===== src/rtl/freq_meter_pkg.sv =====
// freq_meter_pkg: shared BCD geometry, control FSM encoding and the double-dabble digit adjust.
package freq_meter_pkg;
    localparam int BCD_DIGITS = 8;
    localparam int BCD_W      = 4 * BCD_DIGITS;

    typedef enum logic {COUNT = 1'b0, CONV = 1'b1} state_e;

    function automatic logic [BCD_W-1:0] dabble_adj(input logic [BCD_W-1:0] b);
        logic [BCD_W-1:0] r;
        for (int i = 0; i < BCD_DIGITS; i++)
            r[4*i +: 4] = (b[4*i +: 4] > 4'd4) ? b[4*i +: 4] + 4'd3 : b[4*i +: 4];
        return r;
    endfunction
endpackage


===== src/rtl/freq_meter_bin2bcd_seq.sv =====
// bin2bcd_seq: sequential double-dabble, one bit per cycle; the start cycle already performs the first shift,
// so done_o rises exactly W cycles after start_i and the result then holds in bcd_o.
module bin2bcd_seq
    import freq_meter_pkg::*;
#(
    parameter int W = 24
) (
    input  logic             clk_i,
    input  logic             rst_i,
    input  logic             start_i,
    input  logic [W-1:0]     bin_i,
    output logic             busy_o,
    output logic             done_o,
    output logic [BCD_W-1:0] bcd_o
);
    localparam int CW = $clog2(W + 1);

    logic [W-1:0]     sh_q;
    logic [BCD_W-1:0] bcd_q, adj;
    logic [CW-1:0]    cnt_q;
    logic             done_q;

    assign adj = dabble_adj(bcd_q);

    always_ff @(posedge clk_i) begin
        if (rst_i) begin
            sh_q   <= '0;
            bcd_q  <= '0;
            cnt_q  <= '0;
            done_q <= 1'b0;
        end else begin
            done_q <= 1'b0;
            if (start_i) begin
                bcd_q <= {{(BCD_W-1){1'b0}}, bin_i[W-1]};
                sh_q  <= bin_i << 1;
                cnt_q <= CW'(W - 1);
            end else if (cnt_q != '0) begin
                bcd_q  <= {adj[BCD_W-2:0], sh_q[W-1]};
                sh_q   <= sh_q << 1;
                cnt_q  <= cnt_q - 1'b1;
                done_q <= cnt_q == CW'(1);
            end
        end
    end

    assign busy_o = cnt_q != '0;
    assign done_o = done_q;
    assign bcd_o  = bcd_q;
endmodule


===== src/rtl/freq_meter.sv =====
// freq_meter: counts synchronized rising edges of sig_in over GATE_CYCLES-cycle windows.
// FREQ_METER_BCD_EN adds a sequential BCD readout of each result; otherwise bcd_out is tied to 0.
module freq_meter
    import freq_meter_pkg::*;
#(
    parameter logic [31:0] GATE_CYCLES = 32'd27000000,
    parameter int          CNT_W       = 24
) (
    input  logic             clk_in,
    input  logic             rst,
    input  logic             sig_in,
    output logic [CNT_W-1:0] freq_hz,
    output logic             ovf,
    output logic [BCD_W-1:0] bcd_out,
    output logic             valid
);
    logic             s1_q, s2_q, s3_q, edge_w, last_w, sat_now;
    logic [31:0]      gcnt_q;
    logic [CNT_W-1:0] ecnt_q, freq_q, total_d;
    logic             sat_q, ovf_q, ovf_d, valid_q;

    // An edge in the closing cycle still belongs to the closing window.
    always_comb begin
        edge_w  = s2_q & ~s3_q;
        last_w  = gcnt_q == GATE_CYCLES - 32'd1;
        sat_now = edge_w & (&ecnt_q);
        total_d = ecnt_q + CNT_W'(edge_w & ~sat_now);
        ovf_d   = sat_q | sat_now;
    end

    always_ff @(posedge clk_in) begin
        if (rst) begin
            {s1_q, s2_q, s3_q} <= 3'b000;
            gcnt_q <= '0;
            ecnt_q <= '0;
            sat_q  <= 1'b0;
            freq_q <= '0;
            ovf_q  <= 1'b0;
        end else begin
            {s1_q, s2_q, s3_q} <= {sig_in, s1_q, s2_q};
            gcnt_q <= last_w ? '0 : gcnt_q + 32'd1;
            ecnt_q <= last_w ? '0 : total_d;
            sat_q  <= last_w ? 1'b0 : ovf_d;
            if (last_w) begin
                freq_q <= total_d;
                ovf_q  <= ovf_d;
            end
        end
    end

`ifdef FREQ_METER_BCD_EN
    state_e           state_q;
    logic [BCD_W-1:0] bcd_q, b2b_bcd;
    logic             b2b_busy, b2b_done;

    bin2bcd_seq #(.W(CNT_W)) u_b2b (
        .clk_i  (clk_in),
        .rst_i  (rst),
        .start_i(last_w),
        .bin_i  (total_d),
        .busy_o (b2b_busy),
        .done_o (b2b_done),
        .bcd_o  (b2b_bcd)
    );

    // A latch during CONV restarts the converter and stays in CONV.
    always_ff @(posedge clk_in) begin
        if (rst) begin
            state_q <= COUNT;
            bcd_q   <= '0;
            valid_q <= 1'b0;
        end else begin
            valid_q <= 1'b0;
            if (last_w)
                state_q <= CONV;
            else if (state_q == CONV && !b2b_busy) begin
                state_q <= COUNT;
                bcd_q   <= b2b_bcd;
                valid_q <= b2b_done;
            end
        end
    end

    assign bcd_out = bcd_q;
`else
    always_ff @(posedge clk_in) valid_q <= !rst && last_w;

    assign bcd_out = '0;
`endif

    assign freq_hz = freq_q;
    assign ovf     = ovf_q;
    assign valid   = valid_q;
endmodule


===== config.mk =====
export PLATFORM = sky130hd
export DESIGN_NAME = freq_meter
export DESIGN_NICKNAME = d
export VERILOG_FILES = /design/src/rtl/freq_meter_pkg.sv /design/src/rtl/freq_meter_bin2bcd_seq.sv /design/src/rtl/freq_meter.sv
export SDC_FILE = /design/constraint.sdc
export NUM_CORES = 1
export LEC_CHECK = 0
export ABC_AREA = 1
export ABC_CLOCK_PERIOD_IN_PS = 1900
export BUFFER_PORTS_ARGS = -buffer_cell sky130_fd_sc_hd__buf_2
export CORE_MARGIN = 3
export CORE_UTILIZATION = 50
export CTS_CLUSTER_DIAMETER = 40
export DETAILED_ROUTE_END_ITERATION = 6
export GPL_ROUTABILITY_DRIVEN = 1
export PLACE_DENSITY = 0.71
export SETUP_SLACK_MARGIN = 0.15
export SYNTH_ARGS = -nofsm -noshare
export SYNTH_HDL_FRONTEND = slang
export SYNTH_SLANG_ARGS = --single-unit

===== constraint.sdc =====
create_clock -name clk_in -period 1.9 [get_ports clk_in]
set_input_delay 0 -clock clk_in [delete_from_list [all_inputs] [get_ports clk_in]]
set_output_delay 0 -clock clk_in [all_outputs]
set_load 0.005 [all_outputs]

==> metrics.txt, run 1 <==
synthesized area per cell=6.65 um^2; PwrDens=586 nW/um^2; fin cells=870; die area=10100 um^2; crit share post-route=1.07; Max Cap Viol=0; post-layout util=0.672; Yosys reg bits=86; CP endpoint kind=flip-flop; final hold slack=0.419 ns; setup violators final=29; Overflow after GRT=0; Place WS=-0.0912 ns; Clock Latency Late Sink=0.37 ns; Hold Violations, Final=0; Rows=33; vias in the first global route=4032; Seq/Total Area, Yosys=0.385; DRC errors left=0; RSZ-0062 raised after global routing=true; H-tree lvl count=3; total power=3.31 mW; post-DR wirelength/cell=13.6 um; Post-Syn Area=4470 um^2; Inserted Clock Buffers=9; Yosys Warn Count=0; Post-Syn Instances=672; worst hold-check path type=reg2reg; GP Congestion=0.902; max frequency=493 MHz; Initial Util=0.530; port buffer count=28; Multi-input gate area=2640 um^2; Seq. cell area=1740 um^2; Die Wd=101 um; Max rail drop VDD=376 uV; most frequent cells in the layout=185 x nand2_1, 119 x nor2_1, 73 x dfxtp_1, 52 x inv_1; Layout Skew=0.0157 ns; status=finished with violations; initial antenna violation count=0; Worst slew margin=0.652; die height=101 um; Worst EP required=2.17 ns; Area after DPL=4920 um^2; Pleak=2.46 nW; CP startpoint kind=flip-flop; Post-synth EDFFs=0; worst reg-to-reg setup slack=-0.13 ns; CP Launch Point=ecnt_q[13]; post-route cell area=5660 um^2; clk slew on worst S/H paths=0.09 ns; Synth cell types=30; r2r startpoint=ecnt_q[13]; layout cells sized above 1=0.252; setup_tns=-1.24 ns; placed insts=830; vias=4366; CTS max path bufs=2; worst slew pin tran=0.521 ns; Hold Path Stages=1; WS Path Type=reg2reg; ys flop type=dfxtp_1; routed wire length=11.9 mm; max-slew violations=0; ANT cells=0; Routed Antenna Nets=0; Layout area overhead=26.6%; Total GRT Usage=0.226; TritonRoute pass-1 iters=5; Crit path arrival time=2.30 ns; fin crit period=2.03 ns; root buffer cell=clkbuf_8; # fillers=726; failing checks=negative setup slack; vias per cell=5.02; first-pass GRT wire length=18.3 mm; First DRT Iteration DRCs=182; Final HPWL DP=7.97 mm; core box area=8420 um^2; critical-path maximum fanout=5; boundary pin count=61; Synth async-reset ratio=0; CTS sink cnt=86; commonest non-fill, non-tap cell in the layout=nand2_1; Reg-to-Reg End=freq_hz[12]; r2r worst-path depth=14; fin nets=767; PnR worst setup slack=-0.127 ns; Worst Setup EP=freq_hz[12]; largest net degree at the start of global routing=40; CTS tree=built
[synth_stat cells, types with 2 or more instances]
| library cell | count | area [um^2] |
|---|---|---|
| or2_2 | 4 | 25.0 |
| nor2_1 | 130 | 488 |
| and3_1 | 2 | 12.5 |
| o21ai_0 | 7 | 35.0 |
| nand3b_1 | 11 | 82.6 |
| nand2_2 | 5 | 31.3 |
| nand2_4 | 2 | 22.5 |
| a21oi_1 | 30 | 150 |
| nor3_1 | 2 | 10.0 |
| xnor2_1 | 10 | 87.6 |
| nand4_1 | 7 | 43.8 |
| xor2_1 | 11 | 96.3 |
| dfxtp_1 | 86 | 1720 |
| ha_1 | 3 | 37.5 |
| buf_6 | 2 | 22.5 |
| inv_1 | 56 | 210 |
| nand2_1 | 204 | 766 |
| buf_4 | 37 | 278 |
| inv_2 | 2 | 7.51 |
| buf_2 | 2 | 10.0 |
| nand3_1 | 50 | 250 |
[how the worst min path moves through the flow]
stage           endpoint       from  slack (ns)
3_5_place_dp        s1_q     sig_in        0.21
3_3_place_gp        s1_q     sig_in        0.20
4_1_cts             s2_q        rst        0.43
5_1_grt        gcnt_q[0]  gcnt_q[0]        0.44
6_report       gcnt_q[0]  gcnt_q[0]        0.42
2_1_floorplan       s1_q        rst        0.07
[repair_timing]
item                       4_1_cts  5_1_grt
gates cloned                     0        2
buffers inserted                 9       11
hold buffers                     3        0
hold endpoints to repair         4        0
resized for setup               38       34
setup endpoints to repair       42       47
pin swaps                       24       15
[cell families (layout without fill, tap and decap cells)]
family	after synthesis	after routing	share of synthesized area
AO/OA/AOI/OAI	38	38	0.0431
XOR/XNOR	21	21	0.0412
adder cells (fa/ha/maj)	3	3	0.00840
buffers and inverters	101	163	0.120
flip-flops	86	86	0.385
other	1	32	0.000840
AND/OR/NAND/NOR	422	422	0.401
[final cells by class]
cell class                 instances  share of cell area
multi-input combinational        516               0.466
sequential                        86               0.307
timing repair buffer              90               0.127
inverter                          58              0.0394
tap                              105              0.0232
clock buffer                       9              0.0219
clock inverter                     6              0.0153
[critical path, stage by stage, from the launching register on]
cell and delay, ns:
dfxtp_2 0.34, nand2_2 0.10, nor2_4 0.05, nand2_2 0.08, nor2_2 0.04, a21boi_1 0.13, ha_2 0.22, ha_4 0.13
inv_2 0.04, nor2_4 0.17, nand3_4 0.13, o21ai_1 0.25, nand2_1 0.12, nand2_1 0.08, nand2_1 0.04
[sequential cells by signal, indices dropped and copies added (netlist names)]
register / flops
s3_q: 1
sat_q: 1
gcnt_q: 32
s1_q: 1
valid: 1
ovf: 1
ecnt_q: 24
freq_hz: 24
s2_q: 1
[power by group]
group | internal, mW | switching (mW)
clock network | 0.734 | 0.679
registers | 1.81 | 0.00500
logic | 0.0219 | 0.0635
total | 2.57 | 0.748
[layer usage]
metal / part of all wire / GRT usage
met5: 0 / 0
met4: 0.026 / 0.0611
met1: 0.39 / 0.263
met3: 0.042 / 0.0519
met2: 0.54 / 0.415
Note: power is estimated with default switching activity, not from simulation.
==> run 2, diff against run 1 <==
--- a/config.mk
+++ b/config.mk
@@ -6,14 +6,14 @@
 export NUM_CORES = 1
 export LEC_CHECK = 0
 export ABC_AREA = 1
-export ABC_CLOCK_PERIOD_IN_PS = 1900
+export ABC_CLOCK_PERIOD_IN_PS = 2400
 export BUFFER_PORTS_ARGS = -buffer_cell sky130_fd_sc_hd__buf_2
 export CORE_MARGIN = 3
 export CORE_UTILIZATION = 50
 export CTS_CLUSTER_DIAMETER = 40
 export DETAILED_ROUTE_END_ITERATION = 6
-export GPL_ROUTABILITY_DRIVEN = 1
-export PLACE_DENSITY = 0.71
+export GPL_ROUTABILITY_DRIVEN = 0
+export PLACE_DENSITY = 0.68
 export SETUP_SLACK_MARGIN = 0.15
 export SYNTH_ARGS = -nofsm -noshare
 export SYNTH_HDL_FRONTEND = slang
==> constraint.sdc (replaced) <==
create_clock -name clk_in -period 2.4 [get_ports clk_in]
set_input_delay 0 -clock clk_in [delete_from_list [all_inputs] [get_ports clk_in]]
set_output_delay 0 -clock clk_in [all_outputs]
set_load 0.005 [all_outputs]
==> run 2 against run 1 <==
The flow now finishes without violations; cell count is 6.1% lower; power is 22% lower; wire length is 15% lower; hold slack worse by 0.017 ns; sequential power is 20% lower; clock skew is 0.0022 ns lower; global-route usage is 1.8 points lower; critical path type unchanged; largest cell class unchanged; largest power group unchanged; highest routed layer unchanged.
==> metrics.txt, run 2 (synthesized netlist as in run 1, its figures left out) <==
Rows=33 (unchanged); CTS tree=built; largest net degree at the start of global routing=56 (+40%); total net switching power=649 uW (-13%); Inserted Clock Buffers=9 (unchanged); routed wire length=10.1 mm (-15%); r2r startpoint=ecnt_q[10]; First DRT Iteration DRCs=197 (+8.2%); max frequency=470 MHz (-4.8%); # fillers=838 (+15%); die height=101 um (unchanged); CP endpoint kind=flip-flop; fin crit period=2.13 ns (+0.103 ns); post-DR wirelength/cell=12.4 um (-9.3%); first-pass GRT wire length=17.0 mm (-7.1%); Int Pwr=1.95 mW (-24%); Hold Crit Start=s1_q; vias=4066 (-6.9%); Max rail drop VDD=349 uV (-7.1%); Reg power frac=0.553 (+0.005); CP most frequent cell=nand2_1; Worst slew margin=0.591 (-0.0615); met3 WL post-DR=421 um (-16%); critical-path maximum fanout=5 (unchanged); post-route cell area=4870 um^2 (-14%); Total GRT Usage=0.209 (-0.0176); WS Path Type=reg2reg; vias per cell=4.98 (-0.83%); worst slew pin tran=0.613 ns (+0.0925 ns); worst hold-check path type=reg2reg; setup_tns=0 ns (+1.24 ns); CTS sink cnt=86 (unchanged); met1 WL=4.31 mm (-7.8%); Die Wd=101 um (unchanged); Post-CTS Setup Bufs=0 (-9); Final HPWL DP=7.29 mm (-8.5%); Sw Share=0.250 (+0.0241); CTS max path bufs=2 (unchanged); clk slew on worst S/H paths=0.10 ns (about the same); total power=2.60 mW (-22%); Layout area overhead=9.02%; slowest stage delay, CP=0.36 ns (+0.02 ns); port buffer count=28 (unchanged); critical path, cell by cell=nand2_2 -> nor2_1 -> nand2_1 -> nor2_1 -> a21boi_1 -> ha_1 -> ha_2 -> inv_1 -> nor2_4 -> nand2_2 -> nor2_1 -> nand2_1 -> nand2_1 -> nand2_2 -> nand2_1; root buffer cell=clkbuf_8; H-tree lvl count=3 (unchanged); Crit path arrival time=2.44 ns (+0.14 ns); setup violators final=0 (-100%); Area after DPL=4570 um^2 (-7.1%); Worst EP required=2.71 ns (+0.54 ns); die area=10100 um^2 (unchanged); Pleak=2.05 nW (-16%); Clock Latency Late Sink=0.37 ns (about the same); clock network fraction of design power=0.424 (-0.002); TritonRoute pass-1 iters=5 (unchanged); crit share post-route=0.887 (-0.180); PwrDens=534 nW/um^2 (-8.9%); Biggest register=gcnt_q; layout cells sized above 1=0.110 (-0.143); commonest non-fill, non-tap cell in the layout=nand2_1; Routed Antenna Nets=0 (unchanged); vias in the first global route=3812 (-5.5%); status=complete, no violations; Hold Violations, Final=0 (unchanged); CP max-delay cell=dfxtp_1; core box area=8420 um^2 (unchanged); most frequent cells in the layout=200 x nand2_1, 127 x nor2_1, 86 x dfxtp_1, 55 x inv_1, 48 x nand3_1; DRC errors left=0 (unchanged); fin nets=713 (-7.0%); Initial Util=0.530 (unchanged); initial antenna violation count=0 (unchanged); RSZ-0062 raised after global routing=true; Comb power frac=0.023 (-0.003); Max Cap Viol=0 (unchanged); met2 routed WL=5.06 mm (-21%); Layout Skew=0.0135 ns (-0.00221 ns); boundary pin count=61 (unchanged); worst reg-to-reg setup slack=0.27 ns (+0.40 ns); Overflow after GRT=0 (unchanged); uppermost layer routed=met4; Hold Path Stages=2 (+1); Hold Path Sink=s2_q; ANT cells=0 (unchanged); Largest register FFs=32 (unchanged); max-slew violations=0 (unchanged); Reg-to-Reg End=freq_hz[16]; r2r worst-path depth=15 (+1); CP startpoint kind=flip-flop
[run 2: layout make-up]
type	count	area (um^2)	area share
Inverter	58	220	0.0452
Clock inverter	7	83.8	0.0172
Timing Repair Buffer	36	208	0.0427
Tap cell	105	131	0.0270
Clock buffer	9	124	0.0254
Multi-Input combinational cell	516	2380	0.489
Sequential cell	86	1720	0.354
[run 2: worst max-delay path by stage]
stage                        to  slack, ns  cells after the start        from
finish              freq_hz[16]       0.27                     15  ecnt_q[10]
detailed placement  freq_hz[18]       0.01                     16  ecnt_q[10]
global placement    freq_hz[16]       0.12                     14  ecnt_q[10]
floorplan           freq_hz[22]       0.34                     16  ecnt_q[10]
CTS                 freq_hz[18]       0.10                     16  ecnt_q[10]
global route        freq_hz[22]       0.10                     16   ecnt_q[9]
[run 2: layer usage]
layer / vias to the layer above / track usage
met5: - / 0
met4: 0 / 0.106
met3: 25 / 0.0284
met2: 109 / 0.375
met1: 1830 / 0.241
li1: 2102 / -
[run 2: what timing repair did]
action | in CTS | in global routing
pin swaps | 0 | 2
setup endpoints to repair | 16 | 28
hold endpoints to repair | 4 | 0
hold buffers | 3 | 0
gates resized for setup | 3 | 20
[run 2: worst max-delay path, delay by kind of cell (launching register included)]
family	cells	cell delay, ns
buf+inv	1	0.07
simple gates	11	1.17
flops	1	0.36
compound gates	1	0.13
fa+ha+maj	2	0.37
[run 2: per-stage QoR]
stage	setup WS [ns]	util	instances	hold slack (ns)
after floorplan	0.344	-	703	0.0712
after global placement	0.117	0.543	798	0.202
after detailed placement	0.0108	0.543	798	0.211
after CTS	0.104	0.572	817	0.407
after global routing	0.101	0.578	817	0.426
final	0.270	0.578	817	0.402
[run 2: power groups by stage]
stage	combinational (mW)	sequential [mW]	clock [mW]
after global routing	0.0692	1.44	1.17
after global placement	0.0532	1.47	0
after floorplan	0.0840	1.47	0
after detailed placement	0.0547	1.47	0
final	0.0587	1.44	1.10
after CTS	0.0583	1.44	1.12
==> run 3, diff against run 2 <==
--- a/config.mk
+++ b/config.mk
@@ -14,7 +14,9 @@
 export DETAILED_ROUTE_END_ITERATION = 6
 export GPL_ROUTABILITY_DRIVEN = 0
 export PLACE_DENSITY = 0.68
+export REMOVE_ABC_BUFFERS = 1
 export SETUP_SLACK_MARGIN = 0.15
 export SYNTH_ARGS = -nofsm -noshare
 export SYNTH_HDL_FRONTEND = slang
+export SYNTH_HIERARCHICAL = 1
 export SYNTH_SLANG_ARGS = --single-unit
==> run 3 against run 2 <==
Clock power increased by 6%; sequential cell count unchanged; die area unchanged.
==> metrics.txt, run 3 <==
Int Pwr=2.07 mW (+6.1%); Total GRT Usage=0.207 (-0.00204); Max Cap Viol=0 (unchanged); Pleak=2.10 nW (+2.1%); status=complete, no violations; r2r worst-path depth=14 (-1); CP startpoint kind=flip-flop; Max rail drop VDD=307 uV (-12%); Sw Share=0.224 (-0.0261); Overflow after GRT=0 (unchanged); Synth async-reset ratio=0 (unchanged); CTS max path bufs=2 (unchanged); Layout area overhead=11.0%; Initial Util=0.530 (unchanged); core box area=8420 um^2 (unchanged); WS Path Type=reg2reg; first-pass GRT wire length=17.0 mm (about the same); vias=4095 (+0.71%); largest family of logic cells by synthesized area=simple AND/OR/NAND/NOR gates; post-DR wirelength/cell=12.2 um (-1.4%); Hold Violations, Final=0 (unchanged); simple-gate share of the synthesized area=0.401 (unchanged); crit share post-route=0.867 (-0.0202); fin crit period=2.08 ns (-0.0485 ns); Rows=33 (unchanged); Worst slew margin=0.591 (about the same); post-synthesis mux area share=0 (unchanged); largest net degree at the start of global routing=56 (unchanged); Final HPWL DP=7.33 mm (+0.54%); max frequency=481 MHz (+2.3%); Crit path arrival time=2.38 ns (-0.06 ns); layout cells sized above 1=0.127 (+0.0174); fraction of the mapped netlist area in adder cells=0.00840 (unchanged); Synth area leaders=dfxtp_1 39%, nand2_1 17%, nor2_1 11%; vias in the first global route=3696 (-3.0%); Clock Latency Late Sink=0.36 ns (about the same); # fillers=835 (-0.36%); port buffer count=28 (unchanged); Post-synth EDFFs=0 (unchanged); Routed Antenna Nets=0 (unchanged); total power=2.66 mW (+2.6%); Comb power frac=0.022 (about the same); Post-Syn Instances=672 (unchanged); count leader, synth=nand2_1; Die Wd=101 um (unchanged); Yosys Warn Count=6 (+6); Synth Area in XOR/XNOR=0.0412 (unchanged); worst slew pin tran=0.614 ns (+0.000781 ns); initial antenna violation count=0 (unchanged); vias per cell=4.98 (+0.10%); die area=10100 um^2 (unchanged); PwrDens=537 nW/um^2 (+0.74%); setup violators final=0 (unchanged); CP endpoint kind=flip-flop; clk slew on worst S/H paths=0.09 ns (about the same); synthesized area per cell=6.65 um^2 (unchanged); Largest register FFs=32 (unchanged); RSZ-0062 raised after global routing=false; Synth top cells by count=204 x nand2_1, 130 x nor2_1, 86 x dfxtp_1, 56 x inv_1, 50 x nand3_1; Worst EP required=2.70 ns (about the same); setup_tns=0 ns (unchanged); die height=101 um (unchanged); DRC errors left=0 (unchanged); Synth top area share=0.385 (unchanged); H-tree lvl count=3 (unchanged); CTS tree=built; worst hold-check path type=reg2reg; commonest non-fill, non-tap cell in the layout=nand2_1; total net switching power=596 uW (-8.1%); root buffer cell=clkbuf_8; clock network fraction of design power=0.438 (+0.014); ANT cells=0 (unchanged); largest area contributor in the netlist=dfxtp_1; Yosys reg bits=86 (unchanged); Inserted Clock Buffers=9 (unchanged); First DRT Iteration DRCs=201 (+2.0%); TritonRoute pass-1 iters=5 (unchanged); most frequent cells in the layout=201 x nand2_1, 126 x nor2_1, 80 x dfxtp_1, 55 x inv_1, 47 x nand3_1; Synth Area in Compound Gates=0.0431 (unchanged); Synth cell types=30 (unchanged); Reg power frac=0.539 (-0.014); Hold Path Stages=2 (unchanged); ys flop type=dfxtp_1; Layout Skew=0.0124 ns (-0.00111 ns); Seq/Total Area, Yosys=0.385 (unchanged); critical-path maximum fanout=5 (unchanged); fin nets=718 (+0.70%); routed wire length=10.0 mm (-0.82%); Biggest register=gcnt_q; max-slew violations=0 (unchanged); CTS sink cnt=86 (unchanged); Post-Syn Area=4470 um^2 (unchanged); boundary pin count=61 (unchanged)
run 3: cell counts after synthesis:
No cell type changed its count.
run 3: final cells by class:
type                    count  area (um^2)  share of cell area
flip-flops and latches     86         1730               0.349
clock buffers              10          138              0.0278
well taps                 105          131              0.0265
clock inverters             6         92.6              0.0187
multi-input cells         516         2400               0.484
repair buffers             41          245              0.0495
inverters                  58          220              0.0444
run 3: per-stage QoR:
stage,utilization,worst slack (ns),instance area (um^2),std cells,hold WS [ns]
final,0.589,0.319,4960,822,0.415
after CTS,0.578,0.164,4860,820,0.413
after global routing,0.589,0.117,4960,822,0.430
after global placement,0.546,0.103,4600,801,0.208
after floorplan,-,0.342,4270,660,0.0712
after detailed placement,0.546,0.0238,4600,801,0.223
run 3: cell families (layout without fill, tap and decap cells):
logic type | after synthesis | count (layout)
AND/OR/NAND/NOR | 422 | 422
flip-flops | 86 | 86
AO/OA/AOI/OAI | 38 | 38
buffers and inverters | 101 | 115
XOR/XNOR | 21 | 21
other | 1 | 32
adder cells (fa/ha/maj) | 3 | 3
run 3: power by group through the flow:
stage / Combinational (mW) / Sequential [mW] / Clock, mW
global route: 0.0705 / 1.44 / 1.25
finish: 0.0599 / 1.44 / 1.17
global placement: 0.0539 / 1.47 / 0
floorplan: 0.0390 / 1.47 / 0
detailed placement: 0.0553 / 1.47 / 0
CTS: 0.0587 / 1.44 / 1.19
run 3: what timing repair did:
item	CTS	global route
setup buffers	0	2
hold endpoints to repair	4	0
setup endpoints to repair	15	32
resized for setup	2	29
gates cloned	0	0
pin swaps	0	4
hold buffers	3	0
run 3: path summary, 6_finish.rpt:
path	start	to	slack [ns]
setup / recovery	ecnt_q[13]	freq_hz[8]	0.32
hold reg to reg	s1_q	s2_q	0.41
hold / removal	s1_q	s2_q	0.41
setup reg to reg	ecnt_q[13]	freq_hz[8]	0.32
run 3: worst max-delay path, stage by stage, from the launching register on:
cell and delay (ns):
dfxtp_2 0.35, nand2_1 0.09, nor2_2 0.06, nand2_1 0.11
nor2_1 0.08, a21boi_1 0.14, ha_2 0.23, ha_4 0.14
inv_1 0.06, nor2_4 0.19, nand2_2 0.10, or2_2 0.29
nand2_1 0.08, nand2_1 0.05, nand2_1 0.06
run 3: layer usage:
layer	up-vias	track usage	routed length (um)
met3	11	0.0429	734
li1	2108	-	-
met2	151	0.295	4140
met4	0	0.0528	101
met5	-	0	0
met1	1825	0.316	5050
